<file path="config.mk">
export PLATFORM = sky130hd
export DESIGN_NAME = hazard_stall_unit
export DESIGN_NICKNAME = d
export VERILOG_FILES = /design/src/rtl/hazard_stall_unit.sv
export SDC_FILE = /design/constraint.sdc
export NUM_CORES = 1
export LEC_CHECK = 0
export CAP_MARGIN = 20
export CORE_MARGIN = 4
export CORE_UTILIZATION = 33
export DETAILED_ROUTE_END_ITERATION = 10
export SLEW_MARGIN = 30
export SYNTH_ARGS = -nofsm -noshare
export SYNTH_HDL_FRONTEND = slang
export SYNTH_SLANG_ARGS = --single-unit
</file>
<file path="constraint.sdc">
create_clock -name clk -period 4.3 [get_ports clk]
set_input_delay 0.645 -clock clk [delete_from_list [all_inputs] [get_ports clk]]
set_output_delay 0.645 -clock clk [all_outputs]
set_load 0.005 [all_outputs]
</file>
<file path="src/rtl/hazard_stall_unit.sv">
// hazard_stall_unit
// Pipeline hazard controller: resolves taken-branch flushes, holds EX for
// multi-cycle fdiv/fsqrt operations, stalls one cycle on load-use hazards
// and keeps a saturating count of stall cycles.

module hazard_stall_unit #(
    parameter int FDIV_LAT  = 16,
    parameter int FSQRT_LAT = 20
) (
    input  logic        clk,
    input  logic        rst_n,
    input  logic [4:0]  ID_Rs1,
    input  logic [4:0]  ID_Rs2,
    input  logic [4:0]  ID_frs3,
    input  logic        ID_Valid,
    input  logic [4:0]  EX_Rd,
    input  logic        EX_MemRead,
    input  logic        EX_f_MemRead,
    input  logic        EX_LongOp,
    input  logic        EX_LongSel,
    input  logic        EX_BranchTaken,
    output logic        PCWrite,
    output logic        IF_ID_Write,
    output logic        IF_ID_Flush,
    output logic        ID_EX_Flush,
    output logic        EX_Hold,
    output logic        FPU_Start,
    output logic        FPU_Busy,
    output logic [15:0] StallCount
);

    typedef enum logic {
        IDLE = 1'b0,
        BUSY = 1'b1
    } state_t;

    // The start cycle and the final release cycle are not counted in cnt,
    // so BUSY begins with LAT-2 remaining hold cycles.
    localparam logic [4:0] FDIV_CNT_INIT  = 5'(FDIV_LAT - 2);
    localparam logic [4:0] FSQRT_CNT_INIT = 5'(FSQRT_LAT - 2);

    state_t      state;
    state_t      next_state;
    logic [4:0]  cnt;
    logic [4:0]  next_cnt;
    logic        int_load_use;
    logic        fp_load_use;
    logic        load_use;

    // Load-use detection: x0 never creates a hazard, f0 is a real FP register
    always_comb begin
        int_load_use = EX_MemRead && (EX_Rd != 5'd0) &&
                       ((EX_Rd == ID_Rs1) || (EX_Rd == ID_Rs2));
        fp_load_use  = EX_f_MemRead &&
                       ((EX_Rd == ID_Rs1) || (EX_Rd == ID_Rs2) || (EX_Rd == ID_frs3));
        load_use     = ID_Valid && (int_load_use || fp_load_use);
    end

    // Next-state and output decode: branch beats long-op beats load-use in IDLE
    always_comb begin
        next_state  = state;
        next_cnt    = cnt;
        PCWrite     = 1'b1;
        IF_ID_Write = 1'b1;
        IF_ID_Flush = 1'b0;
        ID_EX_Flush = 1'b0;
        EX_Hold     = 1'b0;
        FPU_Start   = 1'b0;
        FPU_Busy    = 1'b0;

        unique case (state)
            IDLE: begin
                if (EX_BranchTaken) begin
                    IF_ID_Flush = 1'b1;
                    ID_EX_Flush = 1'b1;
                end else if (EX_LongOp) begin
                    FPU_Start   = 1'b1;
                    EX_Hold     = 1'b1;
                    PCWrite     = 1'b0;
                    IF_ID_Write = 1'b0;
                    next_state  = BUSY;
                    next_cnt    = EX_LongSel ? FSQRT_CNT_INIT : FDIV_CNT_INIT;
                end else if (load_use) begin
                    PCWrite     = 1'b0;
                    IF_ID_Write = 1'b0;
                    ID_EX_Flush = 1'b1;
                end
            end

            BUSY: begin
                FPU_Busy = 1'b1;
                if (cnt != 5'd0) begin
                    EX_Hold     = 1'b1;
                    PCWrite     = 1'b0;
                    IF_ID_Write = 1'b0;
                    next_cnt    = cnt - 5'd1;
                end else begin
                    next_state  = IDLE;
                end
            end

            default: begin
                next_state = IDLE;
                next_cnt   = 5'd0;
            end
        endcase
    end

    // State and occupancy counter; reset abandons any in-flight long op
    always_ff @(posedge clk or negedge rst_n) begin
        if (!rst_n) begin
            state <= IDLE;
            cnt   <= 5'd0;
        end else begin
            state <= next_state;
            cnt   <= next_cnt;
        end
    end

    // Saturating stall-cycle counter, stepped whenever the PC is frozen
    always_ff @(posedge clk or negedge rst_n) begin
        if (!rst_n) begin
            StallCount <= 16'd0;
        end else if (!PCWrite && (StallCount != 16'hFFFF)) begin
            StallCount <= StallCount + 16'd1;
        end
    end

endmodule
</file>
======== Yosys cells after proc, flatten, opt, wreduce, memory -nomap -nowiden ========
Index checks and enable logic that the tools add are counted.
word-level totals
  output and inout bits ................... 23
  register bits ........................... 22
  word-level logic and storage cells ...... 47
  input port bits ......................... 28
cells by class
  reductions and logical operators ........ 12
  bitwise gates (word level) .............. 1
  muxes and demuxes ....................... 22
  equality and inequality tests ........... 7
  $add $sub $neg .......................... 2
operators by type and width
  cell                     number
  $mux W5                  4
  $add A16 B1 Y16 const B  1
  $ne A16 B16 Y1 const B   1
  $eq A5 B5 Y1             3
  $mux W1                  15
  $pmux W5 S2              1
  $reduce_bool A5 Y1       2
  $logic_and A1 B1 Y1      5
  $sub A5 B1 Y5 const B    1
  $ne A2 B2 Y1 const B     2
  $pmux W1 S2              2
  $logic_or A1 B1 Y1       3
  $reduce_and A3 Y1        1
  $ne A2 B1 Y1 const B     1
  $logic_not A1 Y1         1
  $not A1 Y1               1

======== Longest topological paths before layout ========
  depth after elaboration ................. 12
  gate-level depth with buffers ........... 8
  depth with buffers taken out ............ 7

======== Least setup slack after synthesis ========
OpenSTA, ideal clock, no wires.
  path type ............................... input to output
  start ................................... input EX_Rd[3]
  end ..................................... output PCWrite
  buffers on the path ..................... 2
  arrival time ............................ 1.718 ns
  setup slack ............................. 1.937 ns
  cell stages on the path ................. 6
  cells stage by stage .................... nor3_1 a21oi_1 o31ai_1 clkbuf_1 nand2b_1 buf_4
on the way
  cells in the longest elaborated chain, start to end .. 10
RTL lines
  element                    RTL line  source
  start, declared            16        input logic [4:0] EX_Rd,
  $eq A5 B5 Y1               53, 55
  $logic_or A1 B1 Y1         53, 55
  $logic_or A1 B1 Y1         55        ((EX_Rd == ID_Rs1) || (EX_Rd == ID_Rs2) || (EX_Rd == ID_frs3));
  $logic_and A1 B1 Y1        54        fp_load_use = EX_f_MemRead &&
  $logic_or A1 B1 Y1 (*)     56        load_use = ID_Valid && (int_load_use || fp_load_use);
  $logic_and A1 B1 Y1 (*)    56
  $mux W1 (*) (3 in series)  n/a
  $pmux W1 S2 (*)            n/a
  end, declared              22        output logic PCWrite,
Every way passes the cells marked *; elsewhere a longest branch is shown, timed or not.

======== Worst setup path after layout ========
  start ................................... input EX_Rd[4]
  end ..................................... output PCWrite
on the way
  cells in the longest elaborated chain, start to end .. 10
RTL lines
  element                  RTL line  source
  $eq A5 B5 Y1             53, 55
  $logic_or A1 B1 Y1       53, 55
  $logic_or A1 B1 Y1       55
  $logic_and A1 B1 Y1      54
  $logic_or A1 B1 Y1 (*)   56
  $logic_and A1 B1 Y1 (*)  56
  $mux W1 (*)              83        end else if (load_use) begin
  $mux W1 (*)              76        end else if (EX_LongOp) begin
  $mux W1 (*)              73        if (EX_BranchTaken) begin
  $pmux W1 S2 (*)          71        unique case (state)
Marked as above.

==> impl_metrics.json <==
{
  "port_buffers": 50,
  "register_area_um2": 551,
  "hold_class": "in2async",
  "start_util_pct": 35.0,
  "routed_wl_um": 3620,
  "reg2reg_slack_ns": 1.85,
  "dp_hpwl_um": 2840,
  "worst_pin_slew_ns": 0.510,
  "synthDominantAreaCellType": "dfrtp_1",
  "num-fill-cells": 383,
  "power.density_mw_per_mm2": 497,
  "cts.repair.resized": 0,
  "synth_area_leaders": "dfrtp_1 39%, xor2_1 10%, xnor2_1 5.5%",
  "critical_path.cell_chain": "clkdlybuf4s50_1, xor2_1, nor4_1, a32oi_1, nand3_1, nand2b_1, clkdlybuf4s50_1",
  "synth_nets": 175,
  "antenna_cells": 0,
  "pre_cts_ws_ns": 0.967,
  "yosysSeqAreaShare_pct": 38.5,
  "clk_pin_slew_worst_paths_ns": 0.09,
  "gp_congestion": 0.801,
  "synth-compound-area-share_pct": 8.32,
  "cts_tree": "done",
  "fin_crit_ns": 3.31,
  "synth_cell_type_count": 39,
  "crit_start": "EX_Rd[4]",
  "post_cts_buffers": 0,
  "cp_top_family": "buffers and inverters",
  "die_w_um": 73.8,
  "overflow": 0,
  "setup_viol": 0,
  "cp-endpoint": "PCWrite",
  "synthCells": 144,
  "numCtsBuffers": 3,
  "synthArstFlopShare_pct": 100,
  "synth_area_mm2": 0.00143,
  "core.rowCount": 23,
  "drt_pre_antenna_iters": 4,
  "hold_violations": 0,
  "synth-seq-cells": 22,
  "nNetsFinal": 226,
  "ir_worst_vdd_uv": 334,
  "drive_above_1_share_pct": 10.3,
  "clockRootBuffer": "clkbuf_8",
  "muxShareOfSynthArea_pct": 0.788,
  "slew_violations": 0,
  "final_common_cell": "clkdlybuf4s50_1",
  "layout_common_cells": "49 x clkdlybuf4s50_1, 22 x dfrtp_1, 17 x xor2_1",
  "leakage_uw": 0.000801,
  "dieArea_mm2": 0.00545,
  "synth_fa_ha_area_share_pct": 2.63,
  "status": "complete, no violations",
  "wire_per_inst_um": 14.8,
  "cp_num_cells": 7,
  "critPathLaunchType": "input pin",
  "multiInputGateArea_um2": 811,
  "avgSynthCellArea_um2": 9.92,
  "grt_max_degree": 23,
  "grt_setup_unrepaired": "false",
  "setup_tns_ns": 0,
  "cts.sinks": 22,
  "slew_headroom_pct": 65.9,
  "critPathCaptureType": "output pin",
  "fin_cells": 244,
  "r2r_end": "StallCount[9]",
  "crit_slowest_cell": "clkdlybuf4s50_1",
  "synth-simple-area-share_pct": 24.5,
  "num_io_pins": 51,
  "area_growth_pct": 41.9,
  "synth-edff-count": 0,
  "grt.total_usage_pct": 14.3,
  "clk_latency_ns": 0.27,
  "critPathMaxFanout": 6,
  "grt_pass1_vias": 1270,
  "hold_buffers": 0,
  "antenna_left": 0,
  "worstSetupPathType": "in2out",
  "antenna_found_initial": 0,
  "via_count": 1239,
  "drc": 0,
  "synth.top_cell.area_share_pct": 38.5,
  "yosysWarnings": 0,
  "clock_skew_ns": 0.00904,
  "crit_buf_inv": 2,
  "drt_iter0_drc": 70,
  "dp_cells": 240,
  "htree_levels": 1,
  "drv_cap": 0,
  "max_stage_delay_ns": 0.57,
  "synth_top_family_by_area": "simple AND/OR/NAND/NOR gates",
  "grt_pass1_wl_um": 6150,
  "finalCritPeriodShare_pct": 77.0,
  "coreArea_mm2": 0.00409,
  "worst_slack_ns": 0.990,
  "synth_xor_xnor_area_share_pct": 20.5,
  "vias_per_cell": 5.08,
  "cpMostUsedCell": "clkdlybuf4s50_1",
  "r2r-start": "state",
  "synth-main-ff-cell": "dfrtp_1",
  "max_freq_ghz": 0.302,
  "cts_buffer_depth": 2,
  "cp.arrival_ns": 2.67,
  "reg2reg_depth": 7,
  "critPathRequiredTime_ns": 3.65,
  "dieHeight_um": 73.8
}
==> per-layer routing <==
| metal | global-route usage, % | part of all wire (%) |
|---|---|---|
| met4 | 1.21 | 0.30 |
| met3 | 3.56 | 4.2 |
| met2 | 24.9 | 52 |
| met1 | 18.4 | 44 |
| met5 | 0 | 0 |
==> sequential cells by signal (all words and copies together) (netlist names) <==
signal,count
cnt,5
state,1
StallCount,16
==> Yosys cell counts (all sizes together) (4+ instances only) <==
cell type,number
nor4,5
nor3,8
nor2,5
xnor2,13
nand3,10
a21oi,4
dfrtp,22
o21ai,7
inv,6
xor2,17
nand4,6
nand2,7
==> kinds of logic after synthesis <==
logic type / after synthesis
AND/OR/NAND/NOR: 58
XOR/XNOR: 30
flip-flops: 22
AO/OA/AOI/OAI: 18
buffers and inverters: 12
adder cells (fa/ha/maj): 3
multiplexers: 1
==> stage by stage <==
step / cell area (µm²) / util (%) / power [µW] / hold WS, ns
final: 2030 / 49.6 / 1010 / 0.326
after global routing: 2030 / 49.6 / 1090 / 0.371
after CTS: 2030 / 49.6 / 1010 / 0.346
after detailed placement: 1960 / 47.9 / 811 / 0.516
after global placement: 1960 / 48.0 / 797 / 0.510
after floorplan: 1430 / - / 596 / 0.349
==> cell type report <==
cell class                      count  area share [%]
Multi-Input combinational cell    110            40.0
Sequential cell                    22            27.1
Timing Repair Buffer               52            25.2
Tap cell                           50            3.08
Clock buffer                        3            2.04
Clock inverter                      1            1.48
Inverter                            6            1.11
==> how the worst min path moves through the flow <==
stage,depth (start not counted),end,slack [ns]
detailed placement,1,StallCount[14],0.52
global route,1,StallCount[11],0.37
CTS,1,StallCount[9],0.35
floorplan,0,StallCount[0],0.35
finish,1,StallCount[9],0.33
global placement,1,StallCount[0],0.51
==> power breakdown <==
part           internal [µW]  switching [µW]  leakage [µW]
registers                277            89.7      0.000271
clock network            125            73.4     0.0000357
logic                    249             194      0.000493
Note: power is estimated with default switching activity, not from simulation.
